$ cat config.mk
export PLATFORM = sky130hd
export DESIGN_NAME = pll_lock_supervisor
export DESIGN_NICKNAME = d
export VERILOG_FILES = /design/src/rtl/pll_sup_pkg.sv /design/src/rtl/sync_ff.sv /design/src/rtl/pll_lock_supervisor.sv
export SDC_FILE = /design/constraint.sdc
export NUM_CORES = 1
export LEC_CHECK = 0
export BUFFER_PORTS_ARGS = -buffer_cell sky130_fd_sc_hd__buf_2
export CAP_MARGIN = 0
export CORE_ASPECT_RATIO = 0.6
export CORE_MARGIN = 3
export CORE_UTILIZATION = 30
export CTS_BUF_LIST = sky130_fd_sc_hd__clkbuf_4
export CTS_CLUSTER_DIAMETER = 100
export DETAILED_ROUTE_END_ITERATION = 8
export PLACE_DENSITY = 0.48
export SYNTH_ARGS = -nofsm -noshare
export SYNTH_HDL_FRONTEND = slang
export SYNTH_SLANG_ARGS = --single-unit
$ cat constraint.sdc
create_clock -name clk -period 3.3 [get_ports clk]
set_clock_uncertainty 0.1 [all_clocks]
set_input_delay 0 -clock clk [delete_from_list [all_inputs] [get_ports clk]]
set_output_delay 0 -clock clk [all_outputs]
set_load 0.05 [all_outputs]
$ cat src/rtl/pll_sup_pkg.sv
// Shared types and helpers for the PLL lock supervisor.
package pll_sup_pkg;
    localparam int CNT_W = 8;

    typedef enum logic [2:0] {
        PLL_RST   = 3'd0,
        WAIT_LOCK = 3'd1,
        STABILIZE = 3'd2,
        RELEASE   = 3'd3,
        RUN       = 3'd4
    } pll_sup_state_t;

    function automatic logic [CNT_W-1:0] sat_inc(input logic [CNT_W-1:0] v);
        return (v == '1) ? v : v + 1'b1;
    endfunction
endpackage

$ cat src/rtl/sync_ff.sv
// Multi-stage bit synchronizer for asynchronous status inputs; resets to 0.
module sync_ff #(
    parameter int STAGES = 2
) (
    input  logic clk,
    input  logic rst_n,
    input  logic d,
    output logic q
);
    logic [STAGES-1:0] chain;

    always_ff @(posedge clk or negedge rst_n) begin
        if (!rst_n) chain <= '0;
        else        chain <= {chain[STAGES-2:0], d};
    end

    assign q = chain[STAGES-1];
endmodule

$ cat src/rtl/pll_lock_supervisor.sv
// Drives PLL RESET, waits for a stable lock, then releases the fast and slow
// downstream resets in order; counts lock losses and lock timeouts.
module pll_lock_supervisor
    import pll_sup_pkg::*;
#(
    parameter int SYNC_STAGES         = 2,
    parameter int PLL_RST_CYCLES      = 50,
    parameter int LOCK_TIMEOUT_CYCLES = 500000,
    parameter int LOCK_STABLE_CYCLES  = 50000,
    parameter int RST_STAGGER         = 16
) (
    input  logic             clk,
    input  logic             rst_n,
    input  logic             pll_lock,
    input  logic             clr_cnt,
    output logic             pll_reset,
    output logic             rst_fast_n,
    output logic             rst_slow_n,
    output logic             ready,
    output logic [2:0]       state,
    output logic [CNT_W-1:0] loss_cnt,
    output logic [CNT_W-1:0] timeout_cnt
);
    localparam int MAX_A   = (PLL_RST_CYCLES > RST_STAGGER) ? PLL_RST_CYCLES : RST_STAGGER;
    localparam int MAX_B   = (LOCK_TIMEOUT_CYCLES > LOCK_STABLE_CYCLES) ?
                             LOCK_TIMEOUT_CYCLES : LOCK_STABLE_CYCLES;
    localparam int MAX_CYC = (MAX_A > MAX_B) ? MAX_A : MAX_B;
    localparam int CYC_W   = (MAX_CYC > 1) ? $clog2(MAX_CYC) : 1;

    localparam logic [CYC_W-1:0] RST_LAST = CYC_W'(PLL_RST_CYCLES - 1);
    localparam logic [CYC_W-1:0] TO_LAST  = CYC_W'(LOCK_TIMEOUT_CYCLES - 1);
    localparam logic [CYC_W-1:0] STB_LAST = CYC_W'(LOCK_STABLE_CYCLES - 1);
    localparam logic [CYC_W-1:0] STG_LAST = CYC_W'(RST_STAGGER - 1);

    pll_sup_state_t   st;
    logic [CYC_W-1:0] cyc;
    logic             lock_s;

    sync_ff #(.STAGES(SYNC_STAGES)) u_lock_sync (
        .clk   (clk),
        .rst_n (rst_n),
        .d     (pll_lock),
        .q     (lock_s)
    );

    assign state = st;

    always_ff @(posedge clk or negedge rst_n) begin
        if (!rst_n) begin
            st          <= PLL_RST;
            pll_reset   <= 1'b1;
            rst_fast_n  <= 1'b0;
            rst_slow_n  <= 1'b0;
            ready       <= 1'b0;
            loss_cnt    <= '0;
            timeout_cnt <= '0;
            cyc         <= '0;
        end else begin
            // RUN has no timed exit, so cyc is frozen there and cannot wrap.
            if (st != RUN) cyc <= cyc + 1'b1;
            case (st)
                PLL_RST: begin
                    if (cyc == RST_LAST) begin
                        st        <= WAIT_LOCK;
                        pll_reset <= 1'b0;
                        cyc       <= '0;
                    end
                end
                WAIT_LOCK: begin
                    if (lock_s) begin
                        st  <= STABILIZE;
                        cyc <= '0;
                    end else if (cyc == TO_LAST) begin
                        st          <= PLL_RST;
                        pll_reset   <= 1'b1;
                        timeout_cnt <= sat_inc(timeout_cnt);
                        cyc         <= '0;
                    end
                end
                STABILIZE: begin
                    if (!lock_s) begin
                        st  <= WAIT_LOCK;
                        cyc <= '0;
                    end else if (cyc == STB_LAST) begin
                        st         <= RELEASE;
                        rst_fast_n <= 1'b1;
                        cyc        <= '0;
                    end
                end
                RELEASE, RUN: begin
                    if (!lock_s) begin
                        st         <= PLL_RST;
                        pll_reset  <= 1'b1;
                        rst_fast_n <= 1'b0;
                        rst_slow_n <= 1'b0;
                        ready      <= 1'b0;
                        loss_cnt   <= sat_inc(loss_cnt);
                        cyc        <= '0;
                    end else if (st == RELEASE && cyc == STG_LAST) begin
                        st         <= RUN;
                        rst_slow_n <= 1'b1;
                        ready      <= 1'b1;
                        cyc        <= '0;
                    end
                end
                default: begin
                    st         <= PLL_RST;
                    pll_reset  <= 1'b1;
                    rst_fast_n <= 1'b0;
                    rst_slow_n <= 1'b0;
                    ready      <= 1'b0;
                    cyc        <= '0;
                end
            endcase
            // A clear wins over any increment scheduled above in the same cycle.
            if (clr_cnt) begin
                loss_cnt    <= '0;
                timeout_cnt <= '0;
            end
        end
    end
endmodule

Yosys cells after proc, flatten, opt, wreduce, memory -nomap -nowiden
Cells that the tools add are included.
{ "word_totals": {"reg_bits": 43, "in_bits": 4, "out_inout_bits": 23, "word_cells": 89} }
{ "op_classes": {"add_sub_neg": 3, "n_eq_ne": 23, "muxes": 38, "bitwise": 3, "reduce_logical": 14} }
{ "op_table": {"columns": ["operator", "n"], "rows": [
  ["$mux 19", 8],
  ["$pmux 19 s4", 1],
  ["$mux 8", 9],
  ["$mux 3", 7],
  ["$add 19x1->19 const B", 1],
  ["$eq 19x16->1 const B", 1],
  ["$eq 19x19->1 const B", 1],
  ["$eq 19x4->1 const B", 1],
  ["$eq 19x6->1 const B", 1],
  ["$add 8x1->8 const B", 2],
  ["$eq 8x8->1 const B", 2],
  ["$ne 2x2->1 const B", 8],
  ["$pmux 3 s4", 1],
  ["$reduce_and 4->1", 3],
  ["$mux 1", 9],
  ["$ne 3x3->1 const B", 3],
  ["$eq 3x2->1 const B", 2],
  ["$reduce_bool 2->1", 3],
  ["$reduce_and 5->1", 1],
  ["$pmux 1 s4", 1],
  ["$reduce_or 2->1", 2],
  ["$eq 3x1->1 const B", 1],
  ["$eq 3x3->1 const B", 1],
  ["$logic_not 3->1", 1],
  ["9 further kinds", 11]
]} }

Longest topological paths before layout
{ "logic_depth": {"ltp_word": 6, "ltp_mapped": 8, "ltp_nobuf": 7} }

Modules after synthesis
A second synthesis with hierarchy kept.
{ "hier_totals": {"hier_cells": 236, "hier_area_um2": 2275.9} }
{ "modules_own_cells": {"columns": ["module", "instances", "cells_per_inst", "area_each_um2", "seq_area_each_um2"], "rows": [
  ["pll_lock_supervisor", 1, 234, 2225.9, 1027.2],
  ["sync_ff", 1, 2, 50.0, 50.0]
]} }

Worst setup path after synthesis
OpenSTA, ideal clock, no wires.
{ "synth_timing": {"path_type": "register to register", "from": "reg cyc[14]", "to": "reg st[0] (netlist: state[0])", "setup_ns": 0.128, "t_arrival_ns": 2.326, "required_ns": 3.072, "setup_slack_ns": 0.747, "path_stages_with_launch": 6, "n_path_buf": 0, "synth_period_minus_slack_ns": 2.553, "path_cell_list": "dfrtp_1 > or4_1 > or4b_4 > or3_4 > a21oi_4 > mux2_1"} }
{ "synth_between": {"elab_chain_len": 4, "elab_cells_between_ends": 10, "classes_between": "eq/ne: 8; reduce/logical: 2"} }
{ "synth_rtl": {"columns": ["element", "line", "rtl"], "rows": [
  ["from (decl)", "pll_lock_supervisor.sv:36", "logic [CYC_W-1:0] cyc;"],
  ["from (signal assigned)", "pll_lock_supervisor.sv:60", "if (st != RUN) cyc <= cyc + 1'b1;"],
  ["$eq 19x4->1", "pll_lock_supervisor.sv:99", "end else if (st == RELEASE && cyc == STG_LAST) begin"],
  ["$logic_and 1x1->1", "pll_lock_supervisor.sv:99", null],
  ["$ne 3x3->1 (no line)", null, null],
  ["$reduce_and 4->1 (no line) (*)", null, null],
  ["to (signal assigned)", "pll_lock_supervisor.sv:92", "st <= PLL_RST;"],
  ["to (signal assigned)", "pll_lock_supervisor.sv:100", "st <= RUN;"],
  ["to (signal assigned)", "pll_lock_supervisor.sv:107", "st <= PLL_RST;"],
  ["to (decl)", "pll_lock_supervisor.sv:35", "pll_sup_state_t st;"]
]} }
Every way passes the cells marked *; elsewhere a longest branch is shown, timed or not.
A chain may end at the register's enable or synchronous reset.

Worst setup path after layout
{ "layout_timing": {"from": "reg cyc[14]", "to": "reg cyc[8]"} }
{ "layout_between": {"elab_chain_len": 5, "elab_cells_between_ends": 13, "classes_between": "eq/ne: 4; mux: 8; reduce/logical: 1"} }
{ "layout_rtl": {"columns": ["element", "line", "rtl"], "rows": [
  ["$eq 19x4->1", "pll_lock_supervisor.sv:99", null],
  ["$logic_and 1x1->1", "pll_lock_supervisor.sv:99", null],
  ["$mux 19", "pll_lock_supervisor.sv:99", null],
  ["$mux 19", "pll_lock_supervisor.sv:91", "if (!lock_s) begin"],
  ["$pmux 19 s4 (*)", "pll_lock_supervisor.sv:61", "case (st)"]
]} }
Marks and branches as above.

==> key figures <==
STA
  • Setup violations, final: 0
  • Slew Limit Fails: 0
  • Tcrit/Tclk final: 82.1%
  • Worst slew pin tran: approximately 0.99 ns
  • Post-route minimum period: 2.71 ns
  • RSZ-0062 raised after global routing: false
  • Final hold vios: 0
  • Setup TNS Final: 0 ns
  • Maximum clock rate: between 0.3 and 0.4 GHz
  • Slew HR: roughly a third

Power
  • Clk pwr share: between 30% and 40%
  • Logic pwr share: 2.4%
  • Reg power frac: 64.3%
  • Worst IR Drop VDD: around 0.00017 V
  • P_int: between 0.0006 and 0.0007 W
  • Leakage: 1.14 nW
  • Total power: 0.000824 W
  • Sw power: between 0.0002 and 0.00025 W
  • Switching share of power: between 20% and 30%
  • Power per cell area: between 300 and 400 nW/µm²

Synthesis
  • Ys Warns: 0
  • Syn avg cell area: 9.24 µm²
  • Synth top area share: between 40% and 50%
  • Top post-synthesis cells by area: dfrtp_1, nor2_1, xor2_1
  • Seq cells post-synth: 43
  • Mapped cell area: between 2000 and 2500 µm²
  • Distinct cells, synth: just over 40
  • Synth Flop Type: dfrtp_1
  • Post-synthesis instance total: ~250
  • Post-synth ARST share: 100%
  • EDFF count, synth: 0
  • Sequential share of the synthesized area: approximately 46%
  • Cell taking the most area after synthesis: dfrtp_1
  • Syn nets: around 260

Route
  • Vias: ~1,800
  • Vias per cell: 4.68
  • Drt first-iter violations: 75
  • Wire per inst: 13.6 µm
  • DR pass1 iterations: 4
  • Antenna-violating nets left: 0
  • Drc violations: 0
  • WL final: 5.23 mm

Clocking
  • Worst-skew pair later-pin latency: roughly 0.38 ns
  • CTS root buf: clkbuf_4
  • CTS resizes: 0
  • TritonCTS clock tree: built
  • Clk buf depth: 2
  • CTS Buf Count: 5
  • Clk sinks: between 40 and 50
  • H-tree depth: 2
  • Reg clk slew, reported paths: between 0.1 and 0.15 ns

Place
  • Detail Placement HPWL: around 3.7 mm
  • IO buf count: 26
  • Placed cells: ~370
  • Routability cong.: 0.843

Final layout
  • Layout cells sized above 1: between 10% and 20%
  • Final Core Density: between 30 and 40%
  • Diode count: 0
  • Final non-filler cell total: around 390
  • Layout Nets: about 290
  • Highest-count cells in the layout ignoring fill and taps: nor2_1, dfrtp_1, buf_2
  • Area grow syn2layout: 13.3%
  • Most common cell after layout, fill and taps aside: nor2_1

Worst setup path
  • R2R depth: 7
  • Worst Path Buf+Inv: 1
  • Cell Chain, Critical Path: or4_1, or4b_4, o31ai_1, o211ai_1, a21oi_4, buf_4, nor2_1
  • Worst Path Arrival: between 2 and 3 ns
  • Critical path class: reg -> reg
  • Max FO, Critical Path: 19
  • R2R Path End: cyc[8]$_DFF_PN0_
  • Crit start category: flop
  • CP Capture Type: flop
  • Critical path's largest stage delay: between 0.5 and 0.6 ns
  • CP startpoint: cyc[14]$_DFF_PN0_
  • Critical path depth: 7
  • Reg2Reg Launch Point: cyc[14]$_DFF_PN0_
  • CP Data Required Time: 3.46 ns
  • Critical path's top delay family: simple AND/OR/NAND/NOR gates
  • Reg2Reg Setup Slack: roughly 0.6 ns
  • Crit path to: cyc[8]$_DFF_PN0_
  • CP max-delay cell: or4_1

Floorplanning
  • Core area: 7420 µm²
  • I/O pin count: 27
  • Row count: 24
  • Chip width: about 120 µm
  • Initial core utilization: 31.5%
  • Die height: about 74 µm
  • Die area: ~9000 µm²

Global routing
  • GRT Residual Overflow: 0
  • Largest net degree at the start of global routing: 44
  • Vias in the first global route: between 1,500 and 2,000
  • First-pass GRT wire length: 8.89 mm
  • GRT Total Usage: 12.9%
  • Initial antenna violation count: 0

Flow run
  • Max cap viols: 0

Worst hold path
  • Worst hold start: pll_lock
  • Hold Crit Class: in -> reg

Outcome
  • Status: completed
state kept, by name (all words and copies together) (netlist names):
signal	count
cyc	19
loss_cnt	8
timeout_cnt	8
state	3
u_lock_sync.chain	2
pll_reset	1
ready	1
rst_fast_n	1
logic make-up after synthesis:
logic type | after synthesis | share of synthesized area (%)
XOR/XNOR | 31 | 11.6
AND/OR/NAND/NOR | 124 | 27.5
adder cells (fa/ha/maj) | 4 | 2.14
flip-flops | 43 | 46.1
buffers and inverters | 18 | 3.37
AO/OA/AOI/OAI | 30 | 7.92
multiplexers | 3 | 1.34
worst register-to-register path, cell delays in order, from the launching register on:
cell,delay [ns]
dfrtp_1,0.46
or4_1,0.56
or4b_4,0.51
o31ai_1,0.24
o211ai_1,0.18
a21oi_4,0.19
buf_4,0.27
nor2_1,0.08
power by group through the flow:
stage / clock, W / combinational, W / sequential, W
global route: 0.000308 / 0.0000232 / 0.000530
CTS: 0.000285 / 0.0000209 / 0.000529
finish: 0.000275 / 0.0000197 / 0.000529
floorplan: 0 / 0.00000404 / 0.000539
detailed placement: 0 / 0.0000182 / 0.000539
global placement: 0 / 0.0000187 / 0.000539
Yosys cell counts, types with 5 or more instances:
| library cell | count |
|---|---|
| nor2_1 | 53 |
| dfrtp_1 | 42 |
| xor2_1 | 17 |
| nand2_1 | 14 |
| xnor2_1 | 14 |
| a21oi_1 | 13 |
| nand4_1 | 11 |
| nand3_1 | 9 |
| o21ai_0 | 8 |
| clkbuf_1 | 7 |
| and3_1 | 6 |
| inv_1 | 6 |
| and4_1 | 5 |
| nor3_1 | 5 |
final cells by class:
cell class / instances / area (µm²)
clock buffer: 6 / 45.0
clock inverter: 2 / 8.76
fill: 792 / 4770
inverter: 6 / 22.5
multi-input combinational: 192 / 1180
sequential: 43 / 1080
tap: 104 / 130
timing repair buffer: 32 / 183
repair_timing:
item	in CTS	in global routing
endpoints found under the hold margin	59	0
hold buffers	3	0
buffers inserted	0	0
per-layer routing:
metal | wire length, µm | part of all wire, % | track usage (%) | vias up
li1 | - | - | - | 930
met1 | 3120 | 60 | 20.8 | 833
met2 | 1810 | 35 | 15.8 | 29
met3 | 219 | 4.2 | 3.50 | 8
met4 | 82 | 1.6 | 4.57 | 0
met5 | 0 | 0 | 0 | -
worst min path at each step:
stage	slack, ns	end	cells after the start
floorplan	-0.40	cyc[0]$_DFF_PN0_	0
global placement	0.01	u_lock_sync.chain[0]$_DFF_PN0_	1
detailed placement	0.01	u_lock_sync.chain[0]$_DFF_PN0_	1
CTS	0.13	u_lock_sync.chain[0]$_DFF_PN0_	2
global route	0.13	u_lock_sync.chain[0]$_DFF_PN0_	2
finish	0.14	u_lock_sync.chain[0]$_DFF_PN0_	2
through the flow:
stage | setup WS [ns] | hold WS [ns] | instance area (µm²)
finish | 0.590 | 0.140 | 2650
global route | 0.428 | 0.133 | 2650
CTS | 0.586 | 0.127 | 2650
detailed placement | 0.611 | 0.0110 | 2560
global placement | 0.650 | 0.0105 | 2560
floorplan | 0.747 | -0.396 | 2340
No activity file was read; power rests on OpenSTA's default activity.
